--- src/rtl/reduction_combiner.sv ---
// reduction_combiner
// Many-to-one reduction stage for the collective router. Each input port owns
// one holding slot; once every port selected by expect_mask holds a flit, the
// held payloads are combined with the selected operator and a single reduced
// flit is launched through a valid/ready output register. The header of the
// reduced flit is taken from the lowest-index masked port.

module reduction_combiner #(
  parameter int FAN_IN    = 6,
  parameter int FLIT_SIZE = 82,
  parameter int DATA_W    = 32,
  parameter int CNT_W     = 16
) (
  input  logic                        clk,
  input  logic                        rst,
  input  logic [FLIT_SIZE*FAN_IN-1:0] in,
  input  logic [FAN_IN-1:0]           in_valid,
  output logic [FAN_IN-1:0]           in_avail,
  input  logic [FAN_IN-1:0]           expect_mask,
  input  logic [1:0]                  op,
  input  logic                        flush,
  output logic [FLIT_SIZE-1:0]        out,
  output logic                        out_valid,
  input  logic                        out_ready,
  output logic [CNT_W-1:0]            reduce_count
);

  localparam int HDR_W = FLIT_SIZE - DATA_W;

  localparam logic [1:0] OP_ADD = 2'd0;
  localparam logic [1:0] OP_MAX = 2'd1;
  localparam logic [1:0] OP_MIN = 2'd2;
  localparam logic [1:0] OP_OR  = 2'd3;

  // ---------------------------------------------------------------------------
  // Operator helper: combines an accumulated payload with one more payload.
  // MAX/MIN compare unsigned; ADD wraps naturally at DATA_W bits.
  // ---------------------------------------------------------------------------
  function automatic logic [DATA_W-1:0] apply_op(
    input logic [1:0]        sel,
    input logic [DATA_W-1:0] acc,
    input logic [DATA_W-1:0] val
  );
    logic [DATA_W-1:0] res;
    case (sel)
      OP_ADD:  res = acc + val;
      OP_MAX:  res = (acc > val) ? acc : val;
      OP_MIN:  res = (acc < val) ? acc : val;
      OP_OR:   res = acc | val;
      default: res = acc + val;
    endcase
    return res;
  endfunction

  // Holding slots and output register state
  logic [FLIT_SIZE-1:0] hold_flit_r [FAN_IN];
  logic [FAN_IN-1:0]    hold_valid_r;
  logic [FAN_IN-1:0]    hold_valid_nxt_s;
  logic [FLIT_SIZE-1:0] out_r;
  logic                 out_valid_r;
  logic [CNT_W-1:0]     reduce_count_r;

  // Handshake / control terms
  logic [FAN_IN-1:0]    accept_s;
  logic                 gathered_s;
  logic                 out_free_s;
  logic                 fire_s;

  // Reduction datapath results
  logic [DATA_W-1:0]    red_payload_s;
  logic [HDR_W-1:0]     red_header_s;
  logic                 red_found_s;

  assign in_avail     = ~hold_valid_r;
  assign out          = out_r;
  assign out_valid    = out_valid_r;
  assign reduce_count = reduce_count_r;

  // Accept, gather-complete and fire decisions; flush blocks accepts and fire.
  always_comb begin
    accept_s   = in_valid & ~hold_valid_r & {FAN_IN{~flush}};
    gathered_s = (expect_mask != {FAN_IN{1'b0}}) &&
                 ((hold_valid_r & expect_mask) == expect_mask);
    out_free_s = ~out_valid_r | out_ready;
    fire_s     = gathered_s & out_free_s & ~flush;
  end

  // Fold the masked held payloads in port order; the first masked port seeds
  // the accumulator and donates the header, so a single-bit mask passes through.
  always_comb begin
    red_payload_s = {DATA_W{1'b0}};
    red_header_s  = {HDR_W{1'b0}};
    red_found_s   = 1'b0;
    for (int i = 0; i < FAN_IN; i++) begin
      if (expect_mask[i]) begin
        if (!red_found_s) begin
          red_payload_s = hold_flit_r[i][DATA_W-1:0];
          red_header_s  = hold_flit_r[i][FLIT_SIZE-1:DATA_W];
          red_found_s   = 1'b1;
        end else begin
          red_payload_s = apply_op(op, red_payload_s, hold_flit_r[i][DATA_W-1:0]);
        end
      end else begin
        red_found_s = red_found_s;
      end
    end
  end

  // Next state of the slot flags: flush clears all, fire frees masked slots,
  // accepts fill free slots. A masked slot is full at fire, so fire and accept
  // never target the same port in one cycle.
  always_comb begin
    hold_valid_nxt_s = hold_valid_r;
    for (int i = 0; i < FAN_IN; i++) begin
      if (flush) begin
        hold_valid_nxt_s[i] = 1'b0;
      end else if (fire_s && expect_mask[i]) begin
        hold_valid_nxt_s[i] = 1'b0;
      end else if (accept_s[i]) begin
        hold_valid_nxt_s[i] = 1'b1;
      end else begin
        hold_valid_nxt_s[i] = hold_valid_r[i];
      end
    end
  end

  // Slot flag register.
  always_ff @(posedge clk or negedge rst) begin
    if (!rst) begin
      hold_valid_r <= {FAN_IN{1'b0}};
    end else begin
      hold_valid_r <= hold_valid_nxt_s;
    end
  end

  // Slot payload registers: load the port flit on accept, otherwise hold.
  always_ff @(posedge clk or negedge rst) begin
    if (!rst) begin
      for (int i = 0; i < FAN_IN; i++) begin
        hold_flit_r[i] <= {FLIT_SIZE{1'b0}};
      end
    end else begin
      for (int i = 0; i < FAN_IN; i++) begin
        if (accept_s[i]) begin
          hold_flit_r[i] <= in[FLIT_SIZE*i +: FLIT_SIZE];
        end else begin
          hold_flit_r[i] <= hold_flit_r[i];
        end
      end
    end
  end

  // Output register: fire loads a new result (even while draining the old one,
  // giving back-to-back results); a drain without fire empties it.
  always_ff @(posedge clk or negedge rst) begin
    if (!rst) begin
      out_r       <= {FLIT_SIZE{1'b0}};
      out_valid_r <= 1'b0;
    end else if (fire_s) begin
      out_r       <= {red_header_s, red_payload_s};
      out_valid_r <= 1'b1;
    end else if (out_valid_r && out_ready) begin
      out_r       <= out_r;
      out_valid_r <= 1'b0;
    end else begin
      out_r       <= out_r;
      out_valid_r <= out_valid_r;
    end
  end

  // Completed-reduction counter, wrapping at 2^CNT_W.
  always_ff @(posedge clk or negedge rst) begin
    if (!rst) begin
      reduce_count_r <= {CNT_W{1'b0}};
    end else if (fire_s) begin
      reduce_count_r <= reduce_count_r + {{(CNT_W-1){1'b0}}, 1'b1};
    end else begin
      reduce_count_r <= reduce_count_r;
    end
  end

endmodule

--- config.mk ---
export PLATFORM = sky130hd
export DESIGN_NAME = reduction_combiner
export DESIGN_NICKNAME = d
export VERILOG_FILES = /design/src/rtl/reduction_combiner.sv
export SDC_FILE = /design/constraint.sdc
export NUM_CORES = 2
export LEC_CHECK = 0
export ABC_AREA = 1
export BUFFER_PORTS_ARGS = -buffer_cell sky130_fd_sc_hd__buf_2
export CORE_MARGIN = 4
export CORE_UTILIZATION = 45
export CTS_CLUSTER_DIAMETER = 120
export CTS_CLUSTER_SIZE = 25
export DETAILED_ROUTE_END_ITERATION = 10
export PLACE_DENSITY = 0.69
export SLEW_MARGIN = 15
export SYNTH_ARGS = -nofsm -noshare
export SYNTH_HDL_FRONTEND = slang
export SYNTH_SLANG_ARGS = --single-unit
export TNS_END_PERCENT = 30
--- constraint.sdc ---
create_clock -name clk -period 17.4 [get_ports clk]
set_clock_uncertainty 0.2 [all_clocks]
set_input_delay 0.87 -clock clk [delete_from_list [all_inputs] [get_ports clk]]
set_output_delay 0.87 -clock clk [all_outputs]
set_load 0.03 [all_outputs]
== Word-level counts from Yosys, hierarchy flattened ==
Cells that the tools add are included.

* Bitwise logic cells: 14
* Order comparisons: 10
* $add $sub $neg: 6
* Multiplexer cells: 62
* Eq/ne operators: 4
* Reduce and logical (&&, ||, !) cells: 17

{| class="wikitable"
|+ Operators with widths
! kind !! count
|-
| 32-bit two-way mux || 21
|-
| 32-bit one-hot mux with 4 select lines || 5
|-
| 50-bit two-way mux || 11
|-
| 32-bit adder || 5
|-
| 32-bit > comparator || 5
|-
| 32-bit < comparator || 5
|-
| 32-bit bitwise OR || 5
|-
| 1-bit two-way mux || 25
|-
| 6-bit AND || 3
|-
| 3-bit nonzero test || 6
|-
| 16-bit by 1-bit adder with 16-bit output (second input constant) || 1
|-
| 1-bit logical AND || 8
|-
| 6-bit == test || 1
|-
| 6-bit NOT || 1
|-
| 6-bit nonzero test || 1
|-
| 2-bit == test (second input constant) || 2
|-
| 1-bit AND || 2
|-
| 2-bit by 1-bit == test with 1-bit output (second input constant) || 1
|-
| 2-bit logical NOT || 1
|-
| 1-bit NOT || 2
|-
| 2-bit nonzero test || 1
|-
| 1-bit bitwise OR || 1
|}

* Word-level logic and storage cells: 128
* Output and inout port bits: 105
* Flip-flop bits (word level): 597
* Bits of input ports: 510

== Logic depth before layout (Yosys ltp) ==
* Depth after elaboration: 26
* Depth in mapped cells: 122
* Gate-level depth less buffers: 118

== Worst setup path after synthesis ==
No wires, ideal clock.

* Path kind: input to register
* From: input expect_mask[0]
* To: register out_r[30], in the netlist out[30]
* Stages: 103
* Library setup time: 0.078 ns
* Path slack: 3.066 ns
* Arrival: 14.057 ns
* Required time: 17.122 ns
* Path buffers: 8
* Path through: buf_4 -> buf_4 -> clkbuf_1 -> nand2_1 -> ha_1 -> or2_2 -> nor2_1 -> nand2_1 -> inv_1 -> nand3_1 -> nor3_1 -> nand2_2 -> nand2_4 -> buf_6 -> buf_6 -> nand3_1 -> nand3_1 -> nand3_1 -> [... 67 more ...] -> nand2_1 -> inv_1 -> o21ai_0 -> inv_1 -> o21ai_0 -> a31oi_1 -> o21ai_0 -> nand3_1 -> nand2_1 -> nand4_1 -> o311ai_0 -> xnor2_1 -> nand2_1 -> nand2_1 -> inv_1 -> nand4_1 -> nand2_1 -> a21boi_1

* Cells in the longest elaborated chain, start to end: 26
* Elaborated cells between the ends (all ways): 57
* Those cells by class: 5 x add/sub; 10 x order compare; 1 x eq/ne; 31 x mux; 8 x bitwise; 2 x reduce/logical

{| class="wikitable"
|+ Ends and longest elaborated chain
! item !! RTL line !! source
|-
| start: declaration || 19 || <nowiki>input logic [FAN_IN-1:0] expect_mask,</nowiki>
|-
| 32-bit two-way mux || 95 || <nowiki>if (expect_mask[i]) begin</nowiki>
|-
| 32-bit < comparator / 32-bit > comparator (equally long branches) || 48, 47 ||
|-
| 32-bit two-way mux, on equally long branches || 48, 47 ||
|-
| 32-bit one-hot mux with 4 select lines || 45 || <nowiki>case (sel)</nowiki>
|-
| 32-bit two-way mux || 96 || <nowiki>if (!red_found_s) begin</nowiki>
|-
| 32-bit two-way mux || 95 ||
|-
| 32-bit < comparator / 32-bit > comparator (equally long branches) || 48, 47 ||
|-
| 32-bit two-way mux, on equally long branches || 48, 47 ||
|-
| [... 10 more ...] || -- ||
|-
| 32-bit one-hot mux with 4 select lines || 45 ||
|-
| 32-bit two-way mux || 96 ||
|-
| 32-bit two-way mux || 95 ||
|-
| 32-bit < comparator / 32-bit > comparator (equally long branches) || 48, 47 ||
|-
| 32-bit two-way mux, on equally long branches || 48, 47 ||
|-
| 32-bit one-hot mux with 4 select lines || 45 ||
|-
| 32-bit two-way mux || 96 ||
|-
| 32-bit two-way mux || 95 ||
|-
| end signal: assignment || 157 || <nowiki>out_r <= {FLIT_SIZE{1'b0}};</nowiki>
|-
| end signal: assignment || 160 || <nowiki>out_r <= {red_header_s, red_payload_s};</nowiki>
|-
| end signal: assignment || 163 || <nowiki>out_r <= out_r;</nowiki>
|-
| end: declaration || 59 || <nowiki>logic [FLIT_SIZE-1:0] out_r;</nowiki>
|}

Several ways; a longest one is shown, not always the timed one.
A chain may end at the register's enable or synchronous reset.

== Worst setup path in the final report ==
Ends and elaborated chain as after synthesis.

==> flow_metrics.py <==
metrics = {
    "outcome": {
        "outcome": "complete, no violations",
    },
    "yosys": {
        "synth-seq-area-share_pct": 29.9,
        "yosys-top-cells-area": "dfrtp_1 30%, nand2_1 12%, ha_1 11%",
        "ys_ff_latch": 597,
        "syn-num-nets": 8128,
        "synth.avg_cell_area_um2": 6.99,
        "synth.distinct_cells": 59,
        "synth-edff-count": 0,
        "synth_top_area_cell": "dfrtp_1",
        "async_flop_share_pct": 100,
        "yosysWarnings": 0,
        "synth_top_area_share_pct": 29.9,
        "synth.most_common_cell": "nand2_1",
        "syn_inst": 7157,
        "synth_ff_type": "dfrtp_1",
        "netlist_top_cells_count": "1,599 x nand2_1, 893 x a21oi_1, 886 x inv_1, 682 x nor2_1, 597 x dfrtp_1",
        "syn-cell-area_mm2": 0.0500,
    },
    "grt": {
        "grt_pass1_wl_um": 307000,
        "grt_pass1_vias": 50057,
        "grt_max_degree": 171,
        "gr-total-overflow": 0,
        "antenna_found_initial": 66,
        "grt_usage_pct": 34.0,
    },
    "drt": {
        "wl_met2_um": 89900,
        "drt_iter0_markers": 5329,
        "wl_per_cell_um": 22.0,
        "vias": 52414,
        "antenna_left": 0,
        "wl_um": 205000,
        "wl_met3_um": 18400,
        "m1WireLength_um": 81900,
        "drcViolationCount": 0,
        "vias_per_cell": 5.62,
        "drt_pass1_iterations": 6,
        "top_layer_used": "met5",
    },
    "clock_tree": {
        "path_clk_slew_ns": 0.10,
        "insertion_delay_ns": 0.69,
        "cts_htree_levels": 2,
        "cts-root-buf": "clkbuf_16",
        "clock-sinks": 597,
        "cts_made_buffers": 39,
        "cts_buffer_depth": 3,
        "cts_tree": "yes",
    },
    "timing": {
        "setup_viol": 0,
        "setup_tns_ns": 0,
        "tightest_slew_ns": 1.16,
        "hold_ws_ns": 0.00657,
        "layout_min_cycle_time_ns": 16.07,
        "slew_viol_final": 0,
        "max_freq_ghz": 0.0622,
        "relSlewSlack_pct": 22.5,
        "rsz0062_at_grt": "false",
        "finalCritPeriodShare_pct": 92.3,
        "hold_viol": 0,
    },
    "pwr": {
        "power_density_mw_per_mm2": 109,
        "pwr-share-seq_pct": 30.3,
        "p_switching_mw": 2.95,
        "vdd_drop_max_uv": 84.1,
        "clkPwrFrac_pct": 16.8,
        "p_comb_share_pct": 53.0,
        "p_leak_nw": 30.6,
        "p_int_mw": 3.29,
        "swShare_pct": 47.3,
    },
    "placed_design": {
        "portBuffers": 614,
        "place_hpwl_um": 151000,
        "place.gp.congestion": 0.985,
    },
    "floorplan": {
        "die_y_um": 341,
        "design.core.area_mm2": 0.111,
        "dieArea_mm2": 0.117,
        "std_cell_rows": 122,
        "ios": 615,
        "die_w_um": 341,
        "start_util_pct": 45.3,
    },
    "worst_hold_path": {
        "hold_class": "in -> async",
    },
    "cells_and_area": {
        "drive_above_1_share_pct": 18.9,
        "multiInputGateArea_mm2": 0.0304,
        "fill_cells": 11166,
        "area_growth_pct": 15.0,
        "layout.nets": 8744,
        "seqCellArea_mm2": 0.0149,
    },
    "critical_path": {
        "crit_top_cell": "nand2_1",
        "max_stage_delay_ns": 0.47,
        "startpoint_type": "input port",
        "critPathKind": "in -> reg",
        "crit_path_end_kind": "register",
        "crit_arrival_ns": 16.50,
        "crit_path_top_delay_cell": "nor4_1",
        "regToRegSetupSlack_ns": 1.56,
        "reg2reg_depth": 106,
        "required_ns": 17.83,
        "crit_path_max_fanout": 56,
    },
    "flow_run": {
        "max_cap_violations": 0,
    },
}
## worst max-delay path: cells and delay by family
family,cells,cell delay [ns]
and+or+nand+nor,56,6.81
AOI/OAI and AO/OA,25,4.29
buffers and inverters,20,2.69
adders and majority gates,5,1.62
xor gates and xnor gates,1,0.18
## flip-flops by register name, indices dropped and copies added, names as in the netlist
register,flops
reduce_count,16
hold_valid_r,6
out,82
out_valid,1
hold_flit_r,492
## layer usage
metal  up-vias  global-route usage (%)
li1      24599                       -
met1     24747                    43.3
met2      2476                    52.8
met3       552                    7.28
met4        40                    20.8
met5         -                       0
## metrics by stage
stage | setup WS [ns] | cells | util [%] | power, mW | cell area [um^2]
floorplan | 3.07 | 7157 | - | 3.91 | 50000
global placement | 1.09 | 9220 | 50.8 | 5.10 | 56100
detailed placement | 1.00 | 9220 | 50.8 | 5.15 | 56100
CTS | 1.58 | 9277 | 51.9 | 6.21 | 57400
global route | 0.0226 | 9291 | 52.0 | 6.66 | 57400
finish | 1.33 | 9319 | 52.0 | 6.25 | 57500
## cells in the final DEF (no fill, tap or decap), drive strengths merged, types with 56 or more instances in the layout
cell type     n
dfrtp       597
nor2        683
ha          457
or2          68
a21oi       894
nand3       383
inv         911
a31oi        56
mux2        286
nand2      1686
buf         932
o21ai       392
## final timing paths
path | from | endpoint
setup / recovery | expect_mask[0] | out[30]
hold reg to reg | reduce_count[15] | reduce_count[15]
min in group clk | in[295] | hold_flit_r[213]
hold / removal | rst | out[17]
setup reg to reg | hold_flit_r[441] | out[30]
max in group asynchronous | rst | hold_flit_r[470]
## layout make-up
type | instances | area share, %
Sequential cell | 597 | 26.0
Inverter | 904 | 5.91
Clock inverter | 17 | 0.468
Tap cell | 1488 | 3.24
Timing Repair Buffer | 932 | 9.62
Multi-Input combinational cell | 5299 | 52.9
Antenna cell | 42 | 0.183
Clock buffer | 40 | 1.72
## cell families after synthesis
logic type / synth area share, %
and+or+nand+nor: 24.2
DFF: 29.9
muxes: 6.46
AOI/OAI and AO/OA: 17.6
xor gates and xnor gates: 0.665
buffers and inverters: 9.64
adders and majority gates: 11.6
## what timing repair did
item | CTS | global route
setup buffers | 0 | 0
hold buffers | 0 | 0
endpoints found under the setup margin | 0 | 3
resized for setup | 0 | 2
## power groups by stage
stage / clock (mW) / sequential (mW) / combinational, mW
floorplan: 0 / 2.01 / 1.90
global placement: 0 / 1.90 / 3.19
detailed placement: 0 / 1.91 / 3.24
CTS: 1.07 / 1.88 / 3.26
global route: 1.11 / 1.92 / 3.63
finish: 1.05 / 1.89 / 3.31
No activity file was read; power rests on OpenSTA's default activity.
